`src/rtl/wb_dbg_master_if.sv`:
```
// Wishbone master-side signal bundle for the UART debug initiator.
interface wb_dbg_master_if;
  logic [31:0] wb_adr_o;
  logic [31:0] wb_dat_o;
  logic [31:0] wb_dat_i;
  logic [3:0]  wb_sel_o;
  logic        wb_we_o;
  logic        wb_cyc_o;
  logic        wb_stb_o;
  logic        wb_ack_i;
  logic        wb_err_i;

  modport master (
    output wb_adr_o, wb_dat_o, wb_sel_o, wb_we_o, wb_cyc_o, wb_stb_o,
    input  wb_dat_i, wb_ack_i, wb_err_i
  );

  modport slave (
    input  wb_adr_o, wb_dat_o, wb_sel_o, wb_we_o, wb_cyc_o, wb_stb_o,
    output wb_dat_i, wb_ack_i, wb_err_i
  );
endinterface

```
`src/rtl/wb_dbg_master.sv`:
```
// UART byte-stream to Wishbone single-cycle debug initiator.
// Command byte, 4 address bytes and (writes only) 4 data bytes, all MSB
// first, launch one 32-bit cycle; a status byte and, for successful reads,
// 4 read-data bytes are returned over the transmitter.
module wb_dbg_master #(
  parameter int unsigned byte_timeout = 5000000,
  parameter int unsigned bus_timeout  = 255
) (
  input  logic            clk,
  input  logic            reset_n,
  input  logic [7:0]      rx_data,
  input  logic            rx_stb,
  output logic [7:0]      tx_data,
  output logic            tx_stb,
  input  logic            tx_busy,
  wb_dbg_master_if.master wb,
  output logic            busy
);

  localparam logic [7:0]  CMD_WR   = 8'h01;
  localparam logic [7:0]  CMD_RD   = 8'h02;
  localparam logic [7:0]  CMD_PING = 8'h03;
  localparam logic [7:0]  RSP_ACK  = 8'h06;
  localparam logic [7:0]  RSP_NAK  = 8'h15;
  localparam logic [31:0] BYTE_TO  = 32'(byte_timeout);
  localparam logic [31:0] BUS_TO   = 32'(bus_timeout);

  typedef enum logic [2:0] {IDLE, ADR, DAT, BUS, RSP, RDAT} state_t;

  state_t      state_q, state_d;
  logic [7:0]  cmd_q, cmd_d;
  logic [31:0] adr_q, adr_d;
  logic [31:0] wdat_q, wdat_d;
  logic [31:0] rdat_q, rdat_d;
  logic [1:0]  idx_q, idx_d;
  logic [31:0] cnt_q, cnt_d;
  logic [7:0]  code_q, code_d;
  logic        rd_ok_q, rd_ok_d;
  logic        cyc_q, cyc_d;
  logic        we_q, we_d;
  logic [3:0]  sel_q, sel_d;
  logic [7:0]  tx_data_q, tx_data_d;
  logic        tx_stb_q, tx_stb_d;
  logic        busy_q, busy_d;

  // The transmitter may only be pulsed when idle; its busy flag lags the
  // pulse by one cycle, so the cycle right after a pulse never sends.
  logic tx_ready;
  assign tx_ready = !tx_stb_q && !tx_busy;

  // Next-state and next-output computation for the command/bus/response FSM.
  always_comb begin
    state_d   = state_q;
    cmd_d     = cmd_q;
    adr_d     = adr_q;
    wdat_d    = wdat_q;
    rdat_d    = rdat_q;
    idx_d     = idx_q;
    cnt_d     = cnt_q;
    code_d    = code_q;
    rd_ok_d   = rd_ok_q;
    cyc_d     = cyc_q;
    we_d      = we_q;
    sel_d     = sel_q;
    tx_data_d = tx_data_q;
    tx_stb_d  = 1'b0;
    case (state_q)
      IDLE: begin
        if (rx_stb) begin
          rd_ok_d = 1'b0;
          if (rx_data == CMD_WR || rx_data == CMD_RD) begin
            cmd_d   = rx_data;
            idx_d   = 2'd0;
            cnt_d   = 32'd0;
            state_d = ADR;
          end else begin
            code_d  = (rx_data == CMD_PING) ? RSP_ACK : RSP_NAK;
            state_d = RSP;
          end
        end
      end
      ADR, DAT: begin
        if (rx_stb) begin
          cnt_d = 32'd0;
          idx_d = idx_q + 2'd1;
          if (state_q == ADR) adr_d  = {adr_q[23:0], rx_data};
          else                wdat_d = {wdat_q[23:0], rx_data};
          if (idx_q == 2'd3) begin
            idx_d   = 2'd0;
            state_d = (state_q == ADR && cmd_q == CMD_WR) ? DAT : BUS;
          end
        end else if (cnt_q + 32'd1 == BYTE_TO) begin
          // Host went quiet mid-command: drop the partial command silently.
          cnt_d   = 32'd0;
          state_d = IDLE;
        end else begin
          cnt_d = cnt_q + 32'd1;
        end
      end
      BUS: begin
        if (!cyc_q) begin
          cyc_d = 1'b1;
          sel_d = 4'hF;
          we_d  = (cmd_q == CMD_WR);
          cnt_d = 32'd0;
        end else if (wb.wb_err_i || wb.wb_ack_i || (cnt_q + 32'd1 == BUS_TO)) begin
          cyc_d   = 1'b0;
          sel_d   = 4'h0;
          we_d    = 1'b0;
          cnt_d   = 32'd0;
          state_d = RSP;
          code_d  = RSP_NAK;
          if (!wb.wb_err_i && wb.wb_ack_i) begin
            code_d = RSP_ACK;
            if (cmd_q == CMD_RD) begin
              rdat_d  = wb.wb_dat_i;
              rd_ok_d = 1'b1;
            end
          end
        end else begin
          cnt_d = cnt_q + 32'd1;
        end
      end
      RSP: begin
        if (tx_ready) begin
          tx_stb_d  = 1'b1;
          tx_data_d = code_q;
          idx_d     = 2'd0;
          state_d   = rd_ok_q ? RDAT : IDLE;
        end
      end
      RDAT: begin
        if (tx_ready) begin
          tx_stb_d  = 1'b1;
          tx_data_d = rdat_q[31:24];
          rdat_d    = {rdat_q[23:0], 8'h00};
          idx_d     = idx_q + 2'd1;
          if (idx_q == 2'd3) state_d = IDLE;
        end
      end
      default: state_d = IDLE;
    endcase
    busy_d = (state_d != IDLE);
  end

  // State and registered outputs; synchronous active-low reset clears all.
  always_ff @(posedge clk) begin
    if (!reset_n) begin
      state_q   <= IDLE;
      cmd_q     <= 8'h00;
      adr_q     <= 32'h0;
      wdat_q    <= 32'h0;
      rdat_q    <= 32'h0;
      idx_q     <= 2'd0;
      cnt_q     <= 32'd0;
      code_q    <= 8'h00;
      rd_ok_q   <= 1'b0;
      cyc_q     <= 1'b0;
      we_q      <= 1'b0;
      sel_q     <= 4'h0;
      tx_data_q <= 8'h00;
      tx_stb_q  <= 1'b0;
      busy_q    <= 1'b0;
    end else begin
      state_q   <= state_d;
      cmd_q     <= cmd_d;
      adr_q     <= adr_d;
      wdat_q    <= wdat_d;
      rdat_q    <= rdat_d;
      idx_q     <= idx_d;
      cnt_q     <= cnt_d;
      code_q    <= code_d;
      rd_ok_q   <= rd_ok_d;
      cyc_q     <= cyc_d;
      we_q      <= we_d;
      sel_q     <= sel_d;
      tx_data_q <= tx_data_d;
      tx_stb_q  <= tx_stb_d;
      busy_q    <= busy_d;
    end
  end

  assign tx_data     = tx_data_q;
  assign tx_stb      = tx_stb_q;
  assign busy        = busy_q;
  assign wb.wb_adr_o = adr_q;
  assign wb.wb_dat_o = wdat_q;
  assign wb.wb_sel_o = sel_q;
  assign wb.wb_we_o  = we_q;
  assign wb.wb_cyc_o = cyc_q;
  assign wb.wb_stb_o = cyc_q;

endmodule

```
`src/flat_wrapper.sv`:
```
// flat-port wrapper written by rule: the top's interface ports become plain ports
module wb_dbg_master_flat 
#(
  parameter int unsigned byte_timeout = 5000000,
  parameter int unsigned bus_timeout  = 255
)
  (clk, reset_n, rx_data, rx_stb, tx_data, tx_stb, tx_busy, busy, wb_wb_adr_o, wb_wb_dat_o, wb_wb_sel_o, wb_wb_we_o, wb_wb_cyc_o, wb_wb_stb_o, wb_wb_dat_i, wb_wb_ack_i, wb_wb_err_i);
  wb_dbg_master_if wb_i ();
  input  logic clk;
  input  logic reset_n;
  input  logic [7:0] rx_data;
  input  logic rx_stb;
  output logic [7:0] tx_data;
  output logic tx_stb;
  input  logic tx_busy;
  output logic busy;
  output wire logic [$bits(wb_i.wb_adr_o)-1:0] wb_wb_adr_o;
  output wire logic [$bits(wb_i.wb_dat_o)-1:0] wb_wb_dat_o;
  output wire logic [$bits(wb_i.wb_sel_o)-1:0] wb_wb_sel_o;
  output wire logic [$bits(wb_i.wb_we_o)-1:0] wb_wb_we_o;
  output wire logic [$bits(wb_i.wb_cyc_o)-1:0] wb_wb_cyc_o;
  output wire logic [$bits(wb_i.wb_stb_o)-1:0] wb_wb_stb_o;
  input wire logic [$bits(wb_i.wb_dat_i)-1:0] wb_wb_dat_i;
  input wire logic [$bits(wb_i.wb_ack_i)-1:0] wb_wb_ack_i;
  input wire logic [$bits(wb_i.wb_err_i)-1:0] wb_wb_err_i;
  assign wb_wb_adr_o = wb_i.wb_adr_o;
  assign wb_wb_dat_o = wb_i.wb_dat_o;
  assign wb_wb_sel_o = wb_i.wb_sel_o;
  assign wb_wb_we_o = wb_i.wb_we_o;
  assign wb_wb_cyc_o = wb_i.wb_cyc_o;
  assign wb_wb_stb_o = wb_i.wb_stb_o;
  assign wb_i.wb_dat_i = wb_wb_dat_i;
  assign wb_i.wb_ack_i = wb_wb_ack_i;
  assign wb_i.wb_err_i = wb_wb_err_i;
  wb_dbg_master #(.byte_timeout(byte_timeout), .bus_timeout(bus_timeout)) u_core (.clk(clk), .reset_n(reset_n), .rx_data(rx_data), .rx_stb(rx_stb), .tx_data(tx_data), .tx_stb(tx_stb), .tx_busy(tx_busy), .wb(wb_i), .busy(busy));
endmodule
```
`config.mk`:
```
export PLATFORM = sky130hd
export DESIGN_NAME = wb_dbg_master_flat
export DESIGN_NICKNAME = d
export VERILOG_FILES = /design/src/rtl/wb_dbg_master_if.sv /design/src/rtl/wb_dbg_master.sv /design/src/flat_wrapper.sv
export SDC_FILE = /design/constraint.sdc
export NUM_CORES = 1
export LEC_CHECK = 0
export CAP_MARGIN = 10
export CORE_UTILIZATION = 41
export DETAILED_ROUTE_END_ITERATION = 7
export SLEW_MARGIN = 20
export SYNTH_ARGS = -nofsm -noshare
export SYNTH_HDL_FRONTEND = slang
export SYNTH_SLANG_ARGS = --single-unit
```
`constraint.sdc`:
```
create_clock -name clk -period 3.55 [get_ports clk]
set_input_delay 0.71 -clock clk [delete_from_list [all_inputs] [get_ports clk]]
set_output_delay 0.71 -clock clk [all_outputs]
set_load 0.02 [all_outputs]
```
==> run summary <==
The run gives 0 as the number of setup violations in the final report. The critical path start-end classification was flop to flop. Routed signal wires occupy layers up through met4. The simple logic cell fraction of the synthesized area works out to 0.288.

The area used by multi-input combinational logic is 3860 µm². The overall global routing resource usage was 0.219; the count of H-tree levels built during CTS was 4. The die is 136 µm tall. The logs give 1253 for the number of cells after detailed placement and 2 for the maximum clock insertion buffer count. Starting density of the core: 0.423. After detailed routing, the average wire length per cell comes to 15.5 µm.

The number of buffers inserted by hold repair at cts is 0. The run gives 1287 as the number of standard cells in the layout, taps in and fillers out. The worst min-delay path class was flop to flop.

Traced cell by cell, the critical path runs through and4_1 -> nand2_4 -> nor4_2 -> o21ai_1 -> a2111o_1 -> o22ai_2 -> a21oi_4 -> buf_4 -> a31oi_1 -> a31oi_1. The area growth from synthesis to layout works out to 28.0%. Counting flops and latches in the post-synthesis netlist gives 158.

The final period utilization was 0.920; the actual slew at the worst max-slew pin was 1.05 ns. The area share of fa/ha/maj cells after synthesis is 0.00508. 0 antenna diodes ended up in the layout. The DRC violation count after routing is 0.

The initial antenna violation count came out at 0. For this run, the number of Yosys warnings is 0. The highest attainable clock frequency is 306 MHz. For the number of nets at the end of the flow, the log shows 1098. Once detailed placement completed, the half-perimeter wirelength came to 13600 µm. The total wire length is 19900 µm. The share of synthesized flip-flops with an asynchronous set or reset was 0; the worst endpoint data arrival time was 3.55 ns. IR analysis of the VDD net gives a maximum drop of 0.328 mV.

The average instance in the mapped netlist occupies 7.84 µm². The via count is 6925, and the I/O pin total is 127. The logs give 70 for the distinct cell type count of the synthesized netlist and 992 for the synthesized netlist net count. The first global-routing pass estimated 32100 µm of wire. The fraction of synthesized cell area in xor and xnor cells was 0.0225; the number of gates resized after CTS was 0. The core region is 17500 µm². The cell count after synthesis came out at 943. In this run the post-CTS setup repair buffer count came out at 0. The die covers 18600 µm². STA classifies the critical path endpoint as a flop. Entering global routing, the biggest net connects 102 pins. Kind of cell with the highest combined delay on the critical path: compound AO/OA/AOI/OAI gates. Clock-pin slew was measured on the worst setup and hold paths at 0.06 ns.

The fraction of synthesized cell area taken by the top area cell type works out to 0.428. In this run the static leakage power is 0.00326 µW. The met3 wirelength from detailed routing was 1100 µm. Max-cap check violation count: 0. The number of buffer and inverter stages on the critical path was 1. Setup repair after global routing left no endpoint under its margin. The tools report the post-route met1 wirelength as 9760 µm. The post-synthesis compound-gate area fraction is 0.199. STA puts the critical path data required time at 3.84 ns. For the final routed database, the setup TNS stands at 0 ns. After global routing the overflow that remains totals 0.

The fraction of the core area covered by cells at the end of the flow is 0.541. The number of slew-limit violations in the final report is 0, and the total power per unit cell area is 401 nW/µm². The startpoint class of the critical path is a flop.

Wire segments on met2 add up to 8660 µm in the final route. The slowest stage of the critical path belongs to the cell dfxtp_1. Fill cells in the final layout number 1681. Once detail routing completed, the nets flagged for antenna violations numbered 0. After synthesis, the cell types taking the most area are dfxtp_1 43%, nand2_1 12%, a21oi_1 6.8%.

The tools report the CTS sink count as 158. The post-layout minimum cycle time was 3.27 ns; the total power draw was 3790 µW. The run gives 48 as the number of standard-cell rows in the floorplan. The largest total area in the synthesized netlist belongs to dfxtp_1. The fraction of the yosys area taken by sequential cells came out at 0.428. Clock latency on the worst-skew pair, taken at its later pin, is 0.43 ns.

The most used flip-flop cell after synthesis is dfxtp_1. By area, the combinational part of the netlist is dominated by simple AND/OR/NAND/NOR gates. The synthesized design contains 0 enable-type register cells.

The mux cell area share after synthesis is 0.00542. In the synthesized netlist, the cells that appear most often are 243 x nand2_1, 158 x dfxtp_1, 100 x a21oi_1. The number of failing hold endpoints at the final stage was 0; the synthesized cell area was 7390 µm².

The die is 136 µm wide. On the final layout, the worst clock skew is 0.00870 ns. Highest net fanout along the worst path: 15. TritonCTS built the clock tree.

After detailed routing, the number of vias per cell comes to 5.38. Clock tree synthesis inserted a total of 17 buffers. The proportion of layout cells with a drive suffix above 1 came out at 0.0876.

Cell seen most often among critical-path stages: a31oi_1. Routability-driven placement finished with a final weighted congestion of 0.898. The cell sitting at the root of the clock tree is a clkbuf_16. The tools report the number of global-route vias before repair as 6299. Count of routing violations after the opening detailed-route iteration: 477.

Worst slew margin relative to its limit: 0.299. The largest incremental delay on the critical path is 0.54 ns. The most frequent cell after synthesis was nand2_1. Hold timing on the final database bottoms out at a slack of 0.448 ns. The sequential cells in the finished layout cover a total of 3160 µm². The first-pass detailed-route iteration total came out at 5.

The flow ran to the end, and the final reports show no timing, DRC or antenna violations. Buffers placed on the I/O ports in this run total 126.
stage by stage:
| step | setup slack [ns] | cell area, µm² |
|---|---|---|
| 2_1_floorplan | 0.662 | 7390 |
| 5_1_grt | 0.0112 | 9460 |
| 3_3_place_gp | 0.364 | 8830 |
| 3_5_place_dp | 0.246 | 8830 |
| 6_report | 0.284 | 9460 |
| 4_1_cts | 0.239 | 9430 |
area by class of cell:
cell class | instances | share of cell area
Tap cell | 225 | 0.0298
Clock buffer | 19 | 0.0468
Timing Repair Buffer | 158 | 0.161
Sequential cell | 158 | 0.334
Inverter | 9 | 0.00370
Multi-Input combinational cell | 705 | 0.408
Clock inverter | 13 | 0.0164
cells by family (layout without fill, tap and decap cells):
kind of cell | count (synthesis) | in the layout
compound gates | 232 | 233
xor+xnor | 19 | 19
fa+ha+maj | 3 | 3
buf+inv | 81 | 199
flops | 158 | 158
mux | 4 | 4
simple gates | 446 | 446
worst reg2reg max path: cells and delay by family, from the launching register on:
family / cells / cell delay [ns]
compound gates: 6 / 1.36
simple gates: 3 / 1.00
flops: 1 / 0.54
buf+inv: 1 / 0.23
metal layers:
metal	vias up	global-route usage
met4	0	0.0765
met1	3166	0.309
met3	28	0.0462
li1	3514	-
met2	217	0.326
met5	-	0
flip-flops by register name (all words and copies together) (netlist names):
name	flops
u_core.busy	1
u_core.cmd_q	8
u_core.cnt_q	32
u_core.code_q	3
u_core.idx_q	2
u_core.rd_ok_q	1
u_core.rdat_q	32
u_core.state_q	3
u_core.tx_data	8
u_core.tx_stb	1
u_core.wb.wb_adr_o	32
u_core.wb.wb_cyc_o	1
u_core.wb.wb_dat_o	32
u_core.wb.wb_sel_o	1
u_core.wb.wb_we_o	1
placed cells by master, fill, tap and decap left out, types with 6 or more instances in the layout:
| cell type | Yosys | routed |
|---|---|---|
| nand2_1 | 243 | 243 |
| dfxtp_1 | 158 | 158 |
| clkdlybuf4s50_1 | 0 | 126 |
| a21oi_1 | 100 | 100 |
| nor2_1 | 68 | 66 |
| a31oi_1 | 32 | 32 |
| nand3_1 | 31 | 31 |
| buf_4 | 8 | 31 |
| a311oi_1 | 26 | 26 |
| o21ai_0 | 21 | 21 |
| clkbuf_16 | 0 | 17 |
| and3_1 | 16 | 16 |
| xnor2_1 | 14 | 14 |
| nand2b_1 | 11 | 11 |
| nor3_1 | 10 | 10 |
| a21boi_0 | 10 | 10 |
| inv_1 | 9 | 8 |
| and4_1 | 8 | 8 |
| nor2b_1 | 7 | 7 |
| nand4_1 | 7 | 7 |
| and2_1 | 6 | 6 |
worst paths after layout:
kind | slack [ns] | depth (start not counted) | to | start
setup / recovery | 0.28 | 10 | u_core.cnt_q[19] | u_core.cnt_q[3]
hold / removal | 0.45 | 2 | u_core.tx_data[2] | u_core.tx_data[2]
setup reg to reg | 0.28 | 10 | u_core.cnt_q[19] | u_core.cnt_q[3]
hold reg to reg | 0.45 | 2 | u_core.tx_data[2] | u_core.tx_data[2]
report_power, final:
group | total [µW] | internal, µW | leakage (µW) | switching, µW
Clock | 1860 | 1070 | 0.000294 | 781
Combinational | 149 | 72.7 | 0.00169 | 76.2
Sequential | 1790 | 1780 | 0.00127 | 6.37
Total | 3790 | 2930 | 0.00326 | 863
(Power assumes the default switching activity.)
